==> config.mk <==
export PLATFORM = sky130hd
export DESIGN_NAME = rcb_alloc
export DESIGN_NICKNAME = d
export VERILOG_FILES = /design/src/rtl/rcb_alloc.sv
export SDC_FILE = /design/constraint.sdc
export NUM_CORES = 1
export LEC_CHECK = 0
export ABC_AREA = 0
export ABC_CLOCK_PERIOD_IN_PS = 6100
export CAP_MARGIN = 5
export CORE_MARGIN = 2
export CORE_UTILIZATION = 50
export CTS_CLUSTER_SIZE = 10
export DETAILED_ROUTE_END_ITERATION = 6
export PLACE_DENSITY = 0.74
export SKIP_LAST_GASP = 1
export SYNTH_ARGS = -nofsm -noshare
export SYNTH_HDL_FRONTEND = slang
export SYNTH_SLANG_ARGS = --single-unit
==> constraint.sdc <==
create_clock -name clk -period 6.1 [get_ports clk]
set_clock_uncertainty 0.05 [all_clocks]
set_input_delay 0.61 -clock clk [delete_from_list [all_inputs] [get_ports clk]]
set_output_delay 0.61 -clock clk [all_outputs]
set_load 0.1 [all_outputs]
==> src/rtl/rcb_alloc.sv <==
`default_nettype none
// ----------------------------------------------------------------------------
// rcb_alloc : per-output round-robin switch allocator; a grant is held until the owner releases
// Revision  : 1.0
// ----------------------------------------------------------------------------
module rcb_alloc #(
   parameter int NN = 5,
   parameter int MN = 5
) (
   input  logic                   clk,
   input  logic                   rst,
   input  logic [NN-1:0]          req_i,
   input  logic [NN-1:0][MN-1:0]  dest_i,
   input  logic [NN-1:0]          rel_i,
   output logic [NN-1:0]          gnt_o,
   output logic [MN-1:0][NN-1:0]  cfg_o
);

   localparam int IW = (NN > 1) ? $clog2(NN) : 1;

   typedef enum logic [0:0] {
      S_FREE = 1'b0,
      S_BUSY = 1'b1
   } state_t;

   state_t                 state_q [MN];
   logic [IW-1:0]          owner_q [MN];
   logic [IW-1:0]          ptr_q   [MN];
   logic [IW-1:0]          ptr_d   [MN];
   logic [MN-1:0][NN-1:0]  cfg_q;
   logic [NN-1:0]          gnt_q;

   logic [MN-1:0][NN-1:0]  w_cand;
   logic [MN-1:0]          w_found;
   logic [IW-1:0]          w_win   [MN];

   // A connected input never competes, so a held req/dest cannot steal a second output.
   always_comb begin
      for (int i = 0; i < MN; i++) begin
         for (int k = 0; k < NN; k++) begin
            w_cand[i][k] = req_i[k] && !gnt_q[k] && (dest_i[k] == (MN'(1) << i));
         end
      end
   end

   always_comb begin
      int idx;
      idx = 0;
      for (int i = 0; i < MN; i++) begin
         w_found[i] = 1'b0;
         w_win[i]   = '0;
         for (int off = 0; off < NN; off++) begin
            idx = (int'(ptr_q[i]) + off) % NN;
            if (!w_found[i] && w_cand[i][idx]) begin
               w_found[i] = 1'b1;
               w_win[i]   = IW'(idx);
            end
         end
         ptr_d[i] = IW'((int'(w_win[i]) + 1) % NN);
      end
   end

   always_ff @(posedge clk or posedge rst) begin
      if (rst) begin
         for (int i = 0; i < MN; i++) begin
            state_q[i] <= S_FREE;
            owner_q[i] <= '0;
            ptr_q[i]   <= '0;
         end
         cfg_q <= '0;
         gnt_q <= '0;
      end else begin
         for (int i = 0; i < MN; i++) begin
            case (state_q[i])
               S_FREE: begin
                  if (w_found[i]) begin
                     state_q[i]            <= S_BUSY;
                     owner_q[i]            <= w_win[i];
                     ptr_q[i]              <= ptr_d[i];
                     cfg_q[i][w_win[i]]    <= 1'b1;
                     gnt_q[w_win[i]]       <= 1'b1;
                  end
               end
               // A busy output never arbitrates, giving one dead cycle after each release.
               S_BUSY: begin
                  if (rel_i[owner_q[i]]) begin
                     state_q[i]            <= S_FREE;
                     cfg_q[i]              <= '0;
                     gnt_q[owner_q[i]]     <= 1'b0;
                  end
               end
               default: state_q[i] <= S_FREE;
            endcase
         end
      end
   end

   assign gnt_o = gnt_q;
   assign cfg_o = cfg_q;

   generate
      for (genvar gi = 0; gi < MN; gi++) begin : g_row_chk
         a_row_onehot: assert property (@(posedge clk) disable iff (rst) $onehot0(cfg_q[gi]));
      end
      for (genvar gk = 0; gk < NN; gk++) begin : g_col_chk
         logic [MN-1:0] w_col;
         for (genvar gm = 0; gm < MN; gm++) begin : g_col_bit
            assign w_col[gm] = cfg_q[gm][gk];
         end
         a_col_onehot: assert property (@(posedge clk) disable iff (rst) $onehot0(w_col));
         a_gnt_match:  assert property (@(posedge clk) disable iff (rst) gnt_q[gk] == (|w_col));
      end
   endgenerate

endmodule
`default_nettype wire

==> metrics.md <==
| Metric | Value |
|---|---|
| Worst setup SP type | flip-flop |
| Core ar. | 22,700 µm² |
| Footprint of the multi-input gates | 9340 µm² |
| Fin crit share | 94.6% |
| WP buf/inv | 1 |
| Largest net degree at the start of global routing | 66 |
| Unique masters post-synth | 117 |
| Routed wire length | 34.9 mm |
| Clk root buf | clkbuf_16 |
| Worst-path clk slew | 50 ps |
| Commonest non-fill, non-tap cell in the layout | nand2_1 |
| Starting Density | 51.1% |
| Post-synth top flop | dfrtp_1 |
| Hold_buf cts | 0 |
| Residual DRC | 0 |
| Insertion delay to the later sink of the worst-skew pair | 350 ps |
| #FFs+latches synth | 65 |
| Setup TNS Final | 0 ps |
| Relative slew slack | 30.6% |
| CP Capture Type | flip-flop |
| Unrepaired setup endpoints after global routing | false |
| Rows | 55 |
| Final nets | 1,730 |
| Post-synth ARST share | 100% |
| Number of max-cap violations | 0 |
| Synth Cell Area | 11,600 µm² |
| Horiz. Die Dim | 156 µm |
| Initial antenna violation count | 0 |
| Die height | 156 µm |
| DR pass1 iterations | 5 |
| WL/cell | 18.6 µm |
| Global-route wire length before repair | 56.3 mm |
| IO Port Bufs | 66 |
| Register area | 1630 µm² |
| Tot GR Track Use | 28.3% |
| Register area share after synthesis | 14.0% |
| Slowest-stage cell, CP | dfrtp_1 |
| Pins over their slew limit | 0 |
| Max clock buf depth | 2 |
| Yosys top cell by area | dfrtp_1 |
| Share of layout cells above drive strength 1 | 9.89% |
| Status | completed |
| Hpwl dp | 27.8 mm |
| GRT overflow | 0 |
| Fmax | 0.173 GHz |
| CP max stage delay | 620 ps |
| Critical-path cell list | ha_1 > xor2_2 > inv_2 > ha_1 > nor2_1 > a21oi_1 > xnor2_1 > ha_1 > nand2b_1 > a221o_1 > a221oi_2 > mux2_4 > mux2i_1 > a211oi_4 > and4_1 > or2_1 > nor2b_2 > a221oi_2 > nor3_1 > a211o_1 |
| DR iter-0 viols | 984 |
| Critical path data arrival time | 5940 ps |
| Mapped Nets | 1,670 |
| Die Area | 24,500 µm² |
| Vias per inst | 6.42 |
| TritonCTS clock tree | built |
| Worst EP required | 6270 ps |
| Cell mode on critical path | ha_1 |
| Area growth syn-to-layout | 11.8% |
| # fillers | 2,107 |
| Post-synth EDFFs | 0 |
| Final hold vios | 0 |
| Worst Tran Pin Value | 1040 ps |
| Crit-path max FO | 11 |
| Hold Slack | 427 ps |
| H-Tree Depth | 3 |
| Most frequent cells in the layout | nand2_1 (136), ha_1 (110), nor2_1 (94), inv_1 (88), o21ai_0 (87) |
| Warnings, synthesis | 0 |
| Top Ports | 67 |
| Post-Syn Instances | 1,523 |
| Final min period | 5770 ps |
| Hold Crit Class | flip-flop to flip-flop |
| Sink Count | 65 |
| Post-synthesis area per instance | 7.62 µm² |
| Via count | 12,000 |
| Post-route antenna net violation count | 0 |
| Critical path type | flip-flop to flip-flop |
| Final Setup Violations | 0 |
| CP top delay family | compound AO/OA/AOI/OAI gates |
| Top cells by area, synth | dfrtp_1 (14%), ha_1 (12%), nand2_1 (4.4%) |
| RePlAce Congestion | 0.927 |
| Number of buffers created by CTS | 9 |
| Top cell type's share of synthesized area | 14.0% |
| Number of global-route vias before repair | 11,200 |
[cell type report]
type                            count  area share [%]
Tap cell                          285            2.75
Antenna cell                        1          0.0193
Multi-Input combinational cell   1297            71.9
Timing Repair Buffer              109            7.57
Clock inverter                      5           0.434
Sequential cell                    65            12.5
Inverter                          101            2.97
Clock buffer                       11            1.79
[repair_timing]
item | in CTS | in global routing
buffers inserted | 0 | 5
endpoints found under the setup margin | 0 | 11
gates resized for setup | 0 | 5
[state kept, by name, summed over array words and instances (netlist names)]
| name | count |
|---|---|
| cfg_o | 25 |
| owner_q | 15 |
| ptr_q | 15 |
| gnt_o | 5 |
| state_q | 5 |
[cell usage after synthesis, types with 7 or more instances]
cell,count
a221oi_1,7
inv_1,90
nor3b_1,13
nor3_1,47
a22o_1,8
or3_1,19
nand2b_1,26
buf_2,23
and2_1,25
nor2_1,94
or4b_1,7
a22oi_1,11
o21ai_1,20
nand2_1,136
a31oi_1,17
nand4_1,19
xor2_1,8
nor4_1,14
ha_1,110
clkbuf_1,32
nor2b_1,28
o22ai_1,11
and3_1,15
a211o_1,13
nor4b_1,11
a21o_1,35
inv_2,7
xnor2_1,32
nand3_1,60
o211ai_1,17
o31a_1,9
o31ai_1,14
a21oi_1,82
o221ai_1,7
mux2_2,16
o21ai_0,87
dfrtp_1,65
o21a_1,24
mux2i_1,45
a211oi_1,19
o2111ai_1,11
nand3b_1,12
[metal layers]
metal,GRT usage [%],vias up,part of all wire [%]
met5,0,-,0
met4,11.4,0,3.7
met3,3.74,87,5.8
met2,49.6,410,49
met1,35.0,5671,42
li1,-,5862,-
[through the flow]
stage	utilization, %	cell area, µm²	setup slack (ps)	std cells
5_1_grt	57.2	13000	24.6	1873
4_1_cts	56.9	12900	242	1868
3_5_place_dp	55.7	12600	242	1852
3_3_place_gp	55.7	12600	513	1852
2_1_floorplan	-	11600	27.0	1523
6_report	57.2	13000	331	1874
[final timing paths]
path,start,end,slack (ps),cells past startpoint
setup / recovery,ptr_q[7],gnt_o[4],330,20
hold / removal,cfg_o[1],cfg_o[1],430,1
setup reg to reg,ptr_q[7],gnt_o[4],330,20
hold reg to reg,cfg_o[1],cfg_o[1],430,1
max in group asynchronous,rst,ptr_q[1],4640,3
min in group asynchronous,rst,ptr_q[13],770,3
[cell families (layout without fill, tap and decap cells)]
logic type / Yosys count / count (layout) / synth area share (%)
compound gates: 492 / 492 / 30.7
flops: 65 / 65 / 14.0
other cells: 0 / 1 / 0
mux: 69 / 69 / 6.85
xor+xnor: 45 / 45 / 3.72
fa+ha+maj: 110 / 110 / 11.9
buf+inv: 161 / 226 / 5.64
simple gates: 581 / 581 / 27.3
[worst reg2reg max path, delay by kind of cell, from the launching register on]
kind                       cells  cell delay [ps]
AOI/OAI and AO/OA              6             1730
and+or+nand+nor                6             1260
DFF                            1              620
buffers and inverters          1              120
muxes                          2              540
xor gates and xnor gates       2              510
adders and majority gates      3              830
Power is not shown: default switching activity piles up to over one toggle a cycle in this logic, so the estimate is an artifact.
